File: src/rtl/ps2_pkg.sv
// ============================================================================
// Module   : ps2_pkg
// Brief    : Shared PS/2 host transmitter types, error codes and parity helper.
// Revision : 1.0
// ============================================================================
`default_nettype none

package ps2_pkg;

    typedef enum logic [2:0] {
        ST_IDLE       = 3'd0,
        ST_INHIBIT    = 3'd1,
        ST_RTS        = 3'd2,
        ST_WAIT_FIRST = 3'd3,
        ST_SHIFT      = 3'd4,
        ST_ACK        = 3'd5,
        ST_RELEASE    = 3'd6
    } ps2_state_e;

    localparam logic [1:0] ERR_NONE  = 2'b00;
    localparam logic [1:0] ERR_START = 2'b01;
    localparam logic [1:0] ERR_BIT   = 2'b10;
    localparam logic [1:0] ERR_NOACK = 2'b11;

    function automatic logic odd_parity(input logic [7:0] d);
        return ~^d;
    endfunction

endpackage

`default_nettype wire

File: src/rtl/ps2_host_tx_if.sv
// ============================================================================
// Module   : ps2_host_tx_if
// Brief    : Command-byte handshake and completion status of the PS/2 host TX.
// Revision : 1.0
// ============================================================================
`default_nettype none

interface ps2_host_tx_if;

    logic [7:0] i_data;
    logic       i_valid;
    logic       o_ready;
    logic       o_done;
    logic       o_err;
    logic [1:0] o_err_code;

    modport master (
        output i_data,
        output i_valid,
        input  o_ready,
        input  o_done,
        input  o_err,
        input  o_err_code
    );

    modport slave (
        input  i_data,
        input  i_valid,
        output o_ready,
        output o_done,
        output o_err,
        output o_err_code
    );

endinterface

`default_nettype wire

File: src/rtl/ps2_line_sync.sv
// ============================================================================
// Module   : ps2_line_sync
// Brief    : 2-FF pin synchronizer with falling-edge detect for one PS/2 line.
// Revision : 1.0
// ============================================================================
`default_nettype none

module ps2_line_sync (
    input  wire logic i_clk_100k,
    input  wire logic i_rst_n,
    input  wire logic i_pin,
    output logic      o_level,
    output logic      o_fall
);

    logic r_meta;
    logic r_sync;
    logic r_prev;

    // Reset to the idle (pulled-up) level so leaving reset never looks like a fall.
    always_ff @(posedge i_clk_100k or negedge i_rst_n) begin
        if (!i_rst_n) begin
            r_meta <= 1'b1;
            r_sync <= 1'b1;
            r_prev <= 1'b1;
        end else begin
            r_meta <= i_pin;
            r_sync <= r_meta;
            r_prev <= r_sync;
        end
    end

    assign o_level = r_sync;
    assign o_fall  = r_prev & ~r_sync;

endmodule

`default_nettype wire

File: src/rtl/ps2_host_tx.sv
// ============================================================================
// Module   : ps2_host_tx
// Brief    : PS/2 host-to-device command transmitter with device ACK check.
// Revision : 1.0
// ============================================================================
`default_nettype none

module ps2_host_tx
    import ps2_pkg::*;
#(
    parameter int INHIBIT_CYCLES = 12,
    parameter int START_TIMEOUT  = 1500,
    parameter int BIT_TIMEOUT    = 200
) (
    input  wire logic     i_clk_100k,
    input  wire logic     i_rst_n,
    ps2_host_tx_if.slave  host,
    input  wire logic     i_ps2_clk,
    input  wire logic     i_ps2_dat,
    output logic          o_ps2_clk_oe,
    output logic          o_ps2_dat_oe
);

    localparam int CNT_W = 16;

    ps2_state_e       r_state, w_state_nxt;
    logic [CNT_W-1:0] r_cnt, w_cnt_nxt;
    logic [3:0]       r_bidx, w_bidx_nxt;
    logic [9:0]       r_frame, w_frame_nxt;
    logic             r_clk_oe, w_clk_oe_nxt;
    logic             r_dat_oe, w_dat_oe_nxt;
    logic             r_done, w_done_nxt;
    logic             r_err, w_err_nxt;
    logic [1:0]       r_code, w_code_nxt;
    logic             w_abort;
    logic [1:0]       w_abort_code;
    logic             w_ready;
    logic             w_clk_lvl, w_clk_fall;
    logic             w_dat_lvl, w_dat_fall_unused;

    ps2_line_sync u_sync_clk (
        .i_clk_100k (i_clk_100k),
        .i_rst_n    (i_rst_n),
        .i_pin      (i_ps2_clk),
        .o_level    (w_clk_lvl),
        .o_fall     (w_clk_fall)
    );

    ps2_line_sync u_sync_dat (
        .i_clk_100k (i_clk_100k),
        .i_rst_n    (i_rst_n),
        .i_pin      (i_ps2_dat),
        .o_level    (w_dat_lvl),
        .o_fall     (w_dat_fall_unused)
    );

    // Ready drops during the done/err pulse so the pulse cycle is never an accept cycle.
    assign w_ready = (r_state == ST_IDLE) && !r_done && !r_err;

    always_ff @(posedge i_clk_100k or negedge i_rst_n) begin
        if (!i_rst_n) begin
            r_state  <= ST_IDLE;
            r_cnt    <= '0;
            r_bidx   <= '0;
            r_frame  <= '0;
            r_clk_oe <= 1'b0;
            r_dat_oe <= 1'b0;
            r_done   <= 1'b0;
            r_err    <= 1'b0;
            r_code   <= ERR_NONE;
        end else begin
            r_state  <= w_state_nxt;
            r_cnt    <= w_cnt_nxt;
            r_bidx   <= w_bidx_nxt;
            r_frame  <= w_frame_nxt;
            r_clk_oe <= w_clk_oe_nxt;
            r_dat_oe <= w_dat_oe_nxt;
            r_done   <= w_done_nxt;
            r_err    <= w_err_nxt;
            r_code   <= w_code_nxt;
        end
    end

    always_comb begin
        w_state_nxt  = r_state;
        w_cnt_nxt    = r_cnt + CNT_W'(1);
        w_bidx_nxt   = r_bidx;
        w_frame_nxt  = r_frame;
        w_clk_oe_nxt = r_clk_oe;
        w_dat_oe_nxt = r_dat_oe;
        w_done_nxt   = 1'b0;
        w_err_nxt    = 1'b0;
        w_code_nxt   = r_code;
        w_abort      = 1'b0;
        w_abort_code = ERR_NONE;

        case (r_state)
            ST_IDLE: begin
                w_cnt_nxt    = '0;
                w_clk_oe_nxt = 1'b0;
                w_dat_oe_nxt = 1'b0;
                if (w_ready && host.i_valid) begin
                    w_frame_nxt  = {1'b1, odd_parity(host.i_data), host.i_data};
                    w_code_nxt   = ERR_NONE;
                    w_bidx_nxt   = '0;
                    w_clk_oe_nxt = 1'b1;
                    w_state_nxt  = ST_INHIBIT;
                end
            end
            ST_INHIBIT: begin
                if (r_cnt == CNT_W'(INHIBIT_CYCLES - 1)) begin
                    w_dat_oe_nxt = 1'b1;
                    w_state_nxt  = ST_RTS;
                end
            end
            ST_RTS: begin
                w_clk_oe_nxt = 1'b0;
                w_cnt_nxt    = '0;
                w_state_nxt  = ST_WAIT_FIRST;
            end
            ST_WAIT_FIRST: begin
                if (w_clk_fall) begin
                    w_dat_oe_nxt = ~r_frame[0];
                    w_bidx_nxt   = 4'd1;
                    w_cnt_nxt    = '0;
                    w_state_nxt  = ST_SHIFT;
                end else if (r_cnt == CNT_W'(START_TIMEOUT - 1)) begin
                    w_abort      = 1'b1;
                    w_abort_code = ERR_START;
                end
            end
            ST_SHIFT: begin
                if (w_clk_fall) begin
                    w_dat_oe_nxt = ~r_frame[r_bidx];
                    w_bidx_nxt   = r_bidx + 4'd1;
                    w_cnt_nxt    = '0;
                    if (r_bidx == 4'd9) begin
                        w_state_nxt = ST_ACK;
                    end
                end else if (r_cnt == CNT_W'(BIT_TIMEOUT - 1)) begin
                    w_abort      = 1'b1;
                    w_abort_code = ERR_BIT;
                end
            end
            ST_ACK: begin
                w_dat_oe_nxt = 1'b0;
                if (w_clk_fall) begin
                    if (!w_dat_lvl) begin
                        w_cnt_nxt   = '0;
                        w_state_nxt = ST_RELEASE;
                    end else begin
                        w_abort      = 1'b1;
                        w_abort_code = ERR_NOACK;
                    end
                end else if (r_cnt == CNT_W'(BIT_TIMEOUT - 1)) begin
                    w_abort      = 1'b1;
                    w_abort_code = ERR_BIT;
                end
            end
            ST_RELEASE: begin
                if (w_clk_lvl && w_dat_lvl) begin
                    w_done_nxt  = 1'b1;
                    w_state_nxt = ST_IDLE;
                end else if (r_cnt == CNT_W'(BIT_TIMEOUT - 1)) begin
                    w_abort      = 1'b1;
                    w_abort_code = ERR_BIT;
                end
            end
            default: begin
                w_state_nxt = ST_IDLE;
            end
        endcase

        // Every abort path frees both lines and reports through the same pulse.
        if (w_abort) begin
            w_clk_oe_nxt = 1'b0;
            w_dat_oe_nxt = 1'b0;
            w_err_nxt    = 1'b1;
            w_code_nxt   = w_abort_code;
            w_state_nxt  = ST_IDLE;
        end
    end

    assign host.o_ready      = w_ready;
    assign host.o_done       = r_done;
    assign host.o_err        = r_err;
    assign host.o_err_code   = r_code;
    assign o_ps2_clk_oe      = r_clk_oe;
    assign o_ps2_dat_oe      = r_dat_oe;

endmodule

`default_nettype wire

File: src/flat_wrapper.sv
// flat-port wrapper written by rule: the top's interface ports become plain ports
module ps2_host_tx_flat import ps2_pkg::*;
#(
    parameter int INHIBIT_CYCLES = 12,
    parameter int START_TIMEOUT  = 1500,
    parameter int BIT_TIMEOUT    = 200
)
  (i_clk_100k, i_rst_n, i_ps2_clk, i_ps2_dat, o_ps2_clk_oe, o_ps2_dat_oe, host_i_data, host_i_valid, host_o_ready, host_o_done, host_o_err, host_o_err_code);
  ps2_host_tx_if host_i ();
  input  wire logic i_clk_100k;
  input  wire logic i_rst_n;
  input  wire logic i_ps2_clk;
  input  wire logic i_ps2_dat;
  output logic o_ps2_clk_oe;
  output logic o_ps2_dat_oe;
  input wire logic [$bits(host_i.i_data)-1:0] host_i_data;
  input wire logic [$bits(host_i.i_valid)-1:0] host_i_valid;
  output wire logic [$bits(host_i.o_ready)-1:0] host_o_ready;
  output wire logic [$bits(host_i.o_done)-1:0] host_o_done;
  output wire logic [$bits(host_i.o_err)-1:0] host_o_err;
  output wire logic [$bits(host_i.o_err_code)-1:0] host_o_err_code;
  assign host_i.i_data = host_i_data;
  assign host_i.i_valid = host_i_valid;
  assign host_o_ready = host_i.o_ready;
  assign host_o_done = host_i.o_done;
  assign host_o_err = host_i.o_err;
  assign host_o_err_code = host_i.o_err_code;
  ps2_host_tx #(.INHIBIT_CYCLES(INHIBIT_CYCLES), .START_TIMEOUT(START_TIMEOUT), .BIT_TIMEOUT(BIT_TIMEOUT)) u_core (.i_clk_100k(i_clk_100k), .i_rst_n(i_rst_n), .host(host_i), .i_ps2_clk(i_ps2_clk), .i_ps2_dat(i_ps2_dat), .o_ps2_clk_oe(o_ps2_clk_oe), .o_ps2_dat_oe(o_ps2_dat_oe));
endmodule
File: config.mk
export PLATFORM = sky130hd
export DESIGN_NAME = ps2_host_tx_flat
export DESIGN_NICKNAME = d
export VERILOG_FILES = /design/src/rtl/ps2_pkg.sv /design/src/rtl/ps2_host_tx_if.sv /design/src/rtl/ps2_line_sync.sv /design/src/rtl/ps2_host_tx.sv /design/src/flat_wrapper.sv
export SDC_FILE = /design/constraint.sdc
export NUM_CORES = 1
export LEC_CHECK = 0
export ABC_AREA = 0
export BUFFER_PORTS_ARGS = -buffer_cell sky130_fd_sc_hd__buf_2
export CORE_ASPECT_RATIO = 1.5
export CORE_MARGIN = 3
export CORE_UTILIZATION = 45
export DETAILED_ROUTE_END_ITERATION = 6
export PLACE_DENSITY = 0.72
export SLEW_MARGIN = 20
export SYNTH_ARGS = -nofsm -noshare
export SYNTH_HDL_FRONTEND = slang
export SYNTH_SLANG_ARGS = --single-unit
File: constraint.sdc
create_clock -name i_clk_100k -period 3.8 [get_ports i_clk_100k]
set_input_delay 0 -clock i_clk_100k [delete_from_list [all_inputs] [get_ports i_clk_100k]]
set_output_delay 0 -clock i_clk_100k [all_outputs]
set_load 0.02 [all_outputs]
=== Yosys cells after proc, flatten, opt, wreduce, memory -nomap -nowiden ===
Index checks and enable logic that the tools add are counted.

* Register bits after elaboration: 44
* Output and inout port bits: 7
* Logic and storage cells: 113

* Add/sub/neg operators: 2
* Order comparisons: 1
* Eq/ne operators: 21
* Multiplexer cells: 50
* Bitwise operators: 4
* Reduce and logical (&&, ||, !) cells: 21

{| class="wikitable"
|+ Operators by type and width
! cell !! count
|-
| 2-to-1 mux 16 bit || 3
|-
| one-hot mux 16 bit (3 select lines) || 1
|-
| 2-to-1 mux 3 bit || 9
|-
| one-hot mux 3 bit (7 select lines) || 1
|-
| 2-to-1 mux 1 bit || 18
|-
| 2-to-1 mux 2 bit || 9
|-
| adder 16 x 1 -> 16 bit (second input constant) || 1
|-
| == test 16 x 11 -> 1 bit (second input constant) || 1
|-
| == test 16 x 4 -> 1 bit (second input constant) || 1
|-
| == test 16 x 8 -> 1 bit (second input constant) || 1
|-
| != test 3 x 2 -> 1 bit (second input constant) || 5
|-
| 2-to-1 mux 4 bit || 3
|-
| one-hot mux 4 bit (3 select lines) || 1
|-
| == test 3 bit (second input constant) || 3
|-
| != test 3 x 1 -> 1 bit (second input constant) || 3
|-
| one-hot mux 1 bit (4 select lines) || 2
|-
| one-hot mux 2 bit (4 select lines) || 1
|-
| AND reduction 4 bit || 2
|-
| AND reduction 8 bit || 1
|-
| XNOR reduction 8 bit || 1
|-
| == test 3 x 2 -> 1 bit (second input constant) || 2
|-
| != test 2 bit (second input constant) || 3
|-
| nonzero test 3 bit || 2
|-
| OR reduction 2 bit || 3
|-
| 14 further kinds || 22
|}

=== Longest topological paths before layout ===
Gate-level depths: netlist of run 1.

* Depth after elaboration: 7
* Gate-level depth with buffers: 7

=== Cells and area by module ===
From an unflattened synthesis of run 1, not the netlist that was laid out.

* Cell total of the unflattened synthesis: 228
* Area, all modules: 2424.8 um^2

{| class="wikitable"
|+ By module, submodules not included
! module !! instances !! cells an instance !! area an instance (um^2)
|-
| ps2_host_tx || 1 || 220 || 2239.6
|-
| ps2_line_sync || 2 || 4 || 92.6
|}

=== Worst setup path after synthesis of run 1 ===
OpenSTA, ideal clock, no wires.

* Path type: register to register
* Start: register u_core.r_bidx[0]
* End: register u_core.r_dat_oe, in the netlist u_core.o_ps2_dat_oe
* Library setup time: 0.107 ns
* Arrival: 1.591 ns
* Slack: 2.102 ns
* Stages on the path, launching flop included: 7
* Buffers on the path: 1
* Period minus slack after synthesis: 1.698 ns
* Cell sequence: dfrtp_1 > buf_6 > mux2_4 > or3_1 > o211ai_2 > o22ai_2 > a2111oi_4

* Longest elaborated chain between the ends: 6

{| class="wikitable"
|+ Ends and longest elaborated chain
! what !! line !! source
|-
| from (decl) || ps2_host_tx.sv:28 || <nowiki>logic [3:0] r_bidx, w_bidx_nxt;</nowiki>
|-
| from (signal assigned) || ps2_host_tx.sv:74 || <nowiki>r_bidx <= w_bidx_nxt;</nowiki>
|-
| binary-select mux 1 bit (select 4 bit) || ps2_host_tx.sv:134 || <nowiki>w_dat_oe_nxt = ~r_frame[r_bidx];</nowiki>
|-
| 2-to-1 mux 1 bit (implied by the code) || ps2_host_tx.sv:134 ||
|-
| inverter 1 bit || ps2_host_tx.sv:134 ||
|-
| 2-to-1 mux 1 bit || ps2_host_tx.sv:133 || <nowiki>if (w_clk_fall) begin</nowiki>
|-
| one-hot mux 1 bit (4 select lines) || ps2_host_tx.sv:97 || <nowiki>case (r_state)</nowiki>
|-
| 2-to-1 mux 1 bit || ps2_host_tx.sv:175 || <nowiki>if (w_abort) begin</nowiki>
|-
| to (signal assigned) || ps2_host_tx.sv:77 || <nowiki>r_dat_oe <= w_dat_oe_nxt;</nowiki>
|-
| to (decl) || ps2_host_tx.sv:31 || <nowiki>logic r_dat_oe, w_dat_oe_nxt;</nowiki>
|}

Every way passes these cells. The select of a mux whose other input is x is not followed.
A chain may end at the register's enable or synchronous reset.

=== Worst setup path in the final report of run 1 ===
* Start: register u_core.r_state[1]
* End: register u_core.r_state[1]

* Elaborated cells between the ends (all ways): 22

{| class="wikitable"
|+ RTL lines
! what !! line !! source
|-
| from (decl) || ps2_host_tx.sv:26 || <nowiki>ps2_state_e r_state, w_state_nxt;</nowiki>
|-
| from (signal assigned) || ps2_host_tx.sv:72 || <nowiki>r_state <= w_state_nxt;</nowiki>
|-
| == test 3 bit / == test 3 x 2 -> 1 bit (equally long branches) || ps2_host_tx.sv:97 ||
|-
| one-hot mux 1 bit (4 select lines) (*) || ps2_host_tx.sv:97 ||
|-
| named net u_core.w_abort || ps2_host_tx.sv:35 || <nowiki>logic w_abort;</nowiki>
|-
| != test 3 x 2 -> 1 bit (no source line) / != test 3 x 1 -> 1 bit (equally long branches) || -- ||
|-
| AND reduction 8 bit (no source line) || -- ||
|}

Mark *: on every way through the listed nets, which the timed path passes. The rest lies on a longest branch.

==> qor.yml, run 1 <==
outcome: "completed"
r2r_setup_slack_ps: 1820
syn-mean-instance-area_um2: 10.3
avgRoutedWirePerCell_um: 14.6
overflow: 0
finalHoldViolations: 0
final_cells: 319
crit_path_end_kind: "flop"
path_cells: "nor3b_1 > nand4_1 > a221o_1 > nand2_4 > a2111oi_2"
floorplan.initialDensity_pct: 47.4
tritoncts_clock_tree: "built"
nets: 269
top_layer_reached_by_signal_wires: "met4"
first_global_vias: 1765
hold_class: "primary input to flop"
power-per-cell-area_nw_per_um2: 609
htree_levels: 2
ys_types: 54
worst-endpoint-required_ps: 3960
first_pass_iters: 4
path_buf_inv: 0
layout-area-overhead-vs-synth_pct: 13.9
antenna_left: 0
fp-row-count: 31
slowest_delay_ps: 530
synth-seq-cells: 44
die_span_x_um: 64.8
relSlewSlack_pct: 36.2
routed-wl-met3_um: 60
antenna_found_initial: 0
clk_pin_slew_worst_paths_ps: 90
maximum_vdd_ir_drop_v: 0.000332
internal_power_w: 0.00104
route.vias.total: 1720
final_util_pct: 54.0
clock-sinks: 44
postSynth.topFlopCell: "sky130_fd_sc_hd__dfrtp_1"
grt_start_max_net_pins: 45
unrepaired_setup_endpoints_after_global_routing: "no"
clock_tree.root_cell: "sky130_fd_sc_hd__clkbuf_8"
post_cts_resized: 0
largest_delay_contributor_family_on_the_critical_path: "simple AND/OR/NAND/NOR gates"
avgViaCountPerCell: 5.39
post_route_cells_drive_above_1_share_pct: 20.6
setup_tns_after_final_layout_ps: 0
synth_largest_type_area_fraction_pct: 41.8
finalHoldWorstSlack_ps: 153
power.combinational.fraction_pct: 33.0
initialDrtViolationCount: 68
clk_latency_ps: 300
num_antenna_cells: 0
chipHeight_um: 94.2
fmaxAchievable_ghz: 0.505
setup-violations-final: 0
switching_share_pct: 35.8
power.sequential.fraction_pct: 44.4
routed_wl_mm: 4.66
worst_ep_arrival_time_ps: 2150
io_pins: 20
post-place-cells: 300
clock_period_minus_worst_slack_ps: 1980
p_sw_w: 0.000580
drt-met1-wl_mm: 1.88
clock_power_share_pct: 22.6
synthesis.instances: 227
fp.coreArea_um2: 4930
timing.final.crit_share_pct: 52.1
synth_sequential_area_ratio_pct: 47.4
drc: 0
netlist_area_um2: 2330
design.die.area_um2: 6110
critPathLaunchType: "flop"
detailedPlacementHpwl_mm: 3.29
met2WireLength_mm: 2.64
critPathMaxFanout: 13
maxCapViolCount: 0
ys_async_sr_fraction_pct: 100
synth_largest_area_cell: "sky130_fd_sc_hd__dfrtp_1"
final-max-slew-violation-count: 0
timing.setup.critical_path_class: "flop to flop"
global_route_wire_length_before_repair_mm: 8.13
leakage_power_nw: 1.12
synthesis.yosys.warnings: 0
place.gp.congestion: 0.862
fin_skew_ps: 9.79
cp_slowest_cell: "sky130_fd_sc_hd__dfrtp_1"
cts-root-to-sink-buffers: 2
synth_enable_flop_cells: 0
buffer_ports.inserted: 19
global_route.usage.total_pct: 17.2
syn-num-nets: 244
tightest_slew_ps: 957
synth.top_cells.by_area: "sky130_fd_sc_hd__dfrtp_1, sky130_fd_sc_hd__dfstp_2, sky130_fd_sc_hd__nor2_1"
tritoncts_buffers: 5
## cells in the mapped netlist (2+ instances only)
cell type,count
sky130_fd_sc_hd__ha_1,4
sky130_fd_sc_hd__or2_2,2
sky130_fd_sc_hd__mux2i_1,2
sky130_fd_sc_hd__a31oi_1,2
sky130_fd_sc_hd__nand2_1,19
sky130_fd_sc_hd__mux2_2,8
sky130_fd_sc_hd__and3_1,2
sky130_fd_sc_hd__or3_1,2
sky130_fd_sc_hd__nor2_1,32
sky130_fd_sc_hd__and3b_1,2
sky130_fd_sc_hd__and2_1,2
sky130_fd_sc_hd__nand4b_1,3
sky130_fd_sc_hd__nand4_1,7
sky130_fd_sc_hd__xnor2_1,12
sky130_fd_sc_hd__buf_2,5
sky130_fd_sc_hd__nand3_1,8
sky130_fd_sc_hd__nor2b_1,2
sky130_fd_sc_hd__inv_1,3
sky130_fd_sc_hd__nor3_1,3
sky130_fd_sc_hd__dfrtp_1,39
sky130_fd_sc_hd__o21ai_0,11
sky130_fd_sc_hd__a211oi_1,2
sky130_fd_sc_hd__a21oi_1,8
sky130_fd_sc_hd__buf_6,3
sky130_fd_sc_hd__dfstp_2,5
sky130_fd_sc_hd__xor2_1,9
sky130_fd_sc_hd__clkbuf_1,3
## layout by cell type (no fill, tap or decap), types with 3 or more instances in the layout
cell type / Yosys / layout
sky130_fd_sc_hd__buf_2: 5 / 19
sky130_fd_sc_hd__mux2_2: 8 / 8
sky130_fd_sc_hd__nand3_1: 8 / 8
sky130_fd_sc_hd__ha_1: 4 / 4
sky130_fd_sc_hd__xnor2_1: 12 / 12
sky130_fd_sc_hd__a21oi_1: 8 / 8
sky130_fd_sc_hd__o21ai_0: 11 / 11
sky130_fd_sc_hd__dfstp_2: 5 / 5
sky130_fd_sc_hd__nor3_1: 3 / 3
sky130_fd_sc_hd__inv_1: 3 / 3
sky130_fd_sc_hd__nand4b_1: 3 / 3
sky130_fd_sc_hd__xor2_1: 9 / 9
sky130_fd_sc_hd__nand4_1: 7 / 7
sky130_fd_sc_hd__dlygate4sd3_1: 0 / 11
sky130_fd_sc_hd__dfrtp_1: 39 / 39
sky130_fd_sc_hd__nor2_1: 32 / 32
sky130_fd_sc_hd__clkbuf_8: 0 / 5
sky130_fd_sc_hd__nand2_1: 19 / 19
## worst paths after layout
path	end	startpoint	depth (start not counted)
max	u_core.r_state[1]	u_core.r_state[1]	5
min	u_core.o_ps2_clk_oe	host_i_valid	3
max reg2reg	u_core.r_state[1]	u_core.r_state[1]	5
min reg2reg	u_core.u_sync_dat.o_level	u_core.u_sync_dat.r_meta	0
max in group asynchronous	u_core.host.o_err_code[0]	i_rst_n	2
min in group asynchronous	u_core.r_cnt[14]	i_rst_n	2
## what timing repair did
item / 4_1_cts / 5_1_grt
hold buffers: 11 / 0
buffers inserted: 0 / 0
hold endpoints to repair: 49 / 0
## state kept, by name, indices dropped and copies added, names as in the netlist, 2 cells and up
register,cells
u_core.r_bidx,4
u_core.r_cnt,16
u_core.host.o_err_code,2
u_core.r_frame,10
u_core.r_state,3
## routing by layer
layer	global-route usage, %	up-vias
met5	0	-
met4	6.00	0
met3	2.40	5
met2	32.5	14
met1	19.3	856
li1	-	845
## worst reg2reg max path, delay by kind of cell, from the launching register on
kind	cells	cell delay, ps
AO/OA/AOI/OAI	2	480
AND/OR/NAND/NOR	3	850
flip-flops	1	530
## metrics by stage
| stage | setup WS [ps] | power, W | cell area, um2 |
|---|---|---|---|
| 6_report | 1820 | 0.00162 | 2660 |
| 5_1_grt | 1710 | 0.00174 | 2660 |
| 4_1_cts | 1810 | 0.00164 | 2660 |
| 3_5_place_dp | 1830 | 0.00126 | 2430 |
| 3_3_place_gp | 1810 | 0.00125 | 2430 |
| 2_1_floorplan | 2100 | 0.00115 | 2330 |
## logic make-up (layout without fill, tap and decap cells)
logic type / after synthesis / count (layout) / share of synthesized area (%)
compound gates: 35 / 35 / 11.0
xor+xnor: 21 / 21 / 7.88
simple gates: 95 / 95 / 21.2
flops: 44 / 44 / 47.4
fa+ha+maj: 4 / 4 / 2.14
buf+inv: 16 / 42 / 3.97
mux: 12 / 12 / 6.32
## power groups by stage
stage / Sequential [W] / Clock (W) / Combinational [W]
2_1_floorplan: 0.000671 / 0 / 0.000479
3_3_place_gp: 0.000725 / 0 / 0.000523
3_5_place_dp: 0.000728 / 0 / 0.000533
4_1_cts: 0.000719 / 0.000378 / 0.000542
5_1_grt: 0.000743 / 0.000396 / 0.000598
6_report: 0.000719 / 0.000366 / 0.000535
## layout make-up
cell class              count  area (um2)
inverters                   4        15.0
fillers                   451        2270
flip-flops and latches     44        1110
clock buffers               5        68.8
repair buffers             30         205
clock inverters             3        46.3
multi-input cells         167        1130
well taps                  66        82.6
No activity file was read; power rests on OpenSTA's default activity.
==> run 2: changes to the inputs <==
- PLACE_DENSITY: 0.72 -> 0.74
- clock period: 3.8 -> 1.65 ns (I/O delays scaled with it)
==> qor.yml, run 2 (synthesis gave the netlist of run 1 again) <==
global_route_wire_length_before_repair_mm: 9.25
clock-sinks: 44
clk_latency_ps: 300
worst-endpoint-required_ps: 1830
num_antenna_cells: 0
first_global_vias: 2031
fin_skew_ps: 12.4
detailedPlacementHpwl_mm: 3.81
finalHoldViolations: 0
crit-reg2reg-launch: "u_core.r_cnt[1]"
tritoncts_buffers: 5
max_flop_register: "u_core.r_cnt"
path_cells: "ha_2 > nor4bb_4 > nand4_1 > a221o_1 > nand2_8 > a2111oi_4"
clk_pin_slew_worst_paths_ps: 80
design.die.area_um2: 6110
tightest_slew_ps: 362
regToRegEndpoint: "u_core.o_ps2_dat_oe"
final_util_pct: 61.7
outcome: "finished with violations"
path_buf_inv: 0
post_route_cells_drive_above_1_share_pct: 33.9
largest_delay_contributor_family_on_the_critical_path: "compound AO/OA/AOI/OAI gates"
clock_tree.root_cell: "sky130_fd_sc_hd__clkbuf_8"
cts-root-to-sink-buffers: 2
htree_levels: 2
die_span_x_um: 64.8
fmaxAchievable_ghz: 0.582
routed_wl_mm: 5.61
floorplan.initialDensity_pct: 47.4
place.gp.congestion: 0.886
io_pins: 20
chipHeight_um: 94.2
failed_checks: "negative setup slack"
worst_ep_arrival_time_ps: 1900
crit_start: "u_core.r_cnt[1]"
unrepaired_setup_endpoints_after_global_routing: "yes"
critPathLaunchType: "flop"
timing.final.crit_share_pct: 104
nFillCells: 409
leakage_power_nw: 1.33
drc: 0
avgViaCountPerCell: 5.48
fp-row-count: 31
avgRoutedWirePerCell_um: 15.7
finalWorstSetupSlack_ps: -68.3
maximum_vdd_ir_drop_v: 0.000787
nets: 308
initialDrtViolationCount: 175
route.vias.total: 1961
critPathMaxFanout: 6
depth_of_the_worst_register_to_register_path: 6
grt_start_max_net_pins: 29
buffer_ports.inserted: 19
r2r_setup_slack_ps: -70
power-per-cell-area_nw_per_um2: 1360
cp_slowest_cell: "sky130_fd_sc_hd__a221o_1"
maxCapViolCount: 0
largest_register_ff_count: 16
slowest_delay_ps: 490
path_depth: 6
clock_period_minus_worst_slack_ps: 1720
overflow: 0
post-place-cells: 335
hold_class: "primary input to async pin"
timing.setup.critical_path_class: "flop to flop"
antenna_left: 0
layout_common_cells: "sky130_fd_sc_hd__buf_4, sky130_fd_sc_hd__dfrtp_1, sky130_fd_sc_hd__nor2_1"
antenna_found_initial: 0
critical_path_capture_point: "u_core.o_ps2_dat_oe"
leading_registers_by_flop_count: "u_core.r_cnt x16, u_core.r_frame x10, u_core.r_bidx x4"
global_route.usage.total_pct: 19.7
final_cells: 358
fp.coreArea_um2: 4930
layout-area-overhead-vs-synth_pct: 30.2
tritoncts_clock_tree: "built"
final-max-slew-violation-count: 0
crit_path_end_kind: "flop"
setup-violations-final: 7
relSlewSlack_pct: 75.8
first_pass_iters: 4
power_w: 0.00413
## run 2: changes by cell type in the layout (fill, tap and decap cells not counted), sizes merged
cell / delta
clkbuf: +3
inv: -1
buf: +39
clkinvlp: -1
bufinv: -1
## run 2: worst min path at each step
stage / start / cells after the start / end
after global routing: i_rst_n / 2 / u_core.host.o_done
after floorplan: i_rst_n / 0 / u_core.host.o_done
after detailed placement: i_rst_n / 1 / u_core.host.o_done
after global placement: i_rst_n / 1 / u_core.host.o_done
after CTS: i_rst_n / 2 / u_core.host.o_done
final: i_rst_n / 2 / u_core.host.o_done
## run 2: cell type report
| type | instances | area [um2] | area share, % |
|---|---|---|---|
| Inverter | 4 | 15.0 | 0.494 |
| Sequential cell | 44 | 1110 | 36.6 |
| Timing Repair Buffer | 69 | 527 | 17.3 |
| Clock buffer | 8 | 90.1 | 2.96 |
| Multi-Input combinational cell | 167 | 1210 | 39.9 |
| Tap cell | 66 | 82.6 | 2.72 |
## run 2: per-stage QoR
step                hold slack, ps  area (um2)  setup slack [ps]  setup TNS (ps)
floorplan                     -296        2350             -11.4           -23.9
CTS                           14.0        2970             -23.5           -92.3
finish                        13.6        3040             -68.3            -407
global placement              -201        2730             -48.1            -218
global route                  20.7        3040              -145           -1120
detailed placement            -203        2730             -59.2            -350
## run 2: worst register-to-register path: stages, from the launching register on
cell and delay, ps:
sky130_fd_sc_hd__dfrtp_1 390, sky130_fd_sc_hd__ha_2 210, sky130_fd_sc_hd__nor4bb_4 190, sky130_fd_sc_hd__nand4_1 130, sky130_fd_sc_hd__a221o_1 490, sky130_fd_sc_hd__nand2_8 140
sky130_fd_sc_hd__a2111oi_4 50
## run 2: timing repair
| action | CTS | global route |
|---|---|---|
| setup buffers | 2 | 2 |
| pin swaps | 2 | 6 |
| hold buffers | 11 | 0 |
| endpoints found under the setup margin | 8 | 10 |
| hold endpoints to repair | 49 | 0 |
| gates resized for setup | 8 | 9 |
## run 2: routing by layer
metal  GRT usage (%)  share of wire, %  up-vias
met4            11.1               2.7        0
met3            3.11               5.2       14
met5               0                 0        -
li1                -                 -      924
met2            33.7                53       61
met1            23.0                39      962
## run 2: where the power goes
part / total, W / switching (W) / internal [W]
Sequential: 0.00159 / 0.000246 / 0.00134
Clock: 0.000697 / 0.000355 / 0.000342
Combinational: 0.00184 / 0.000873 / 0.000971
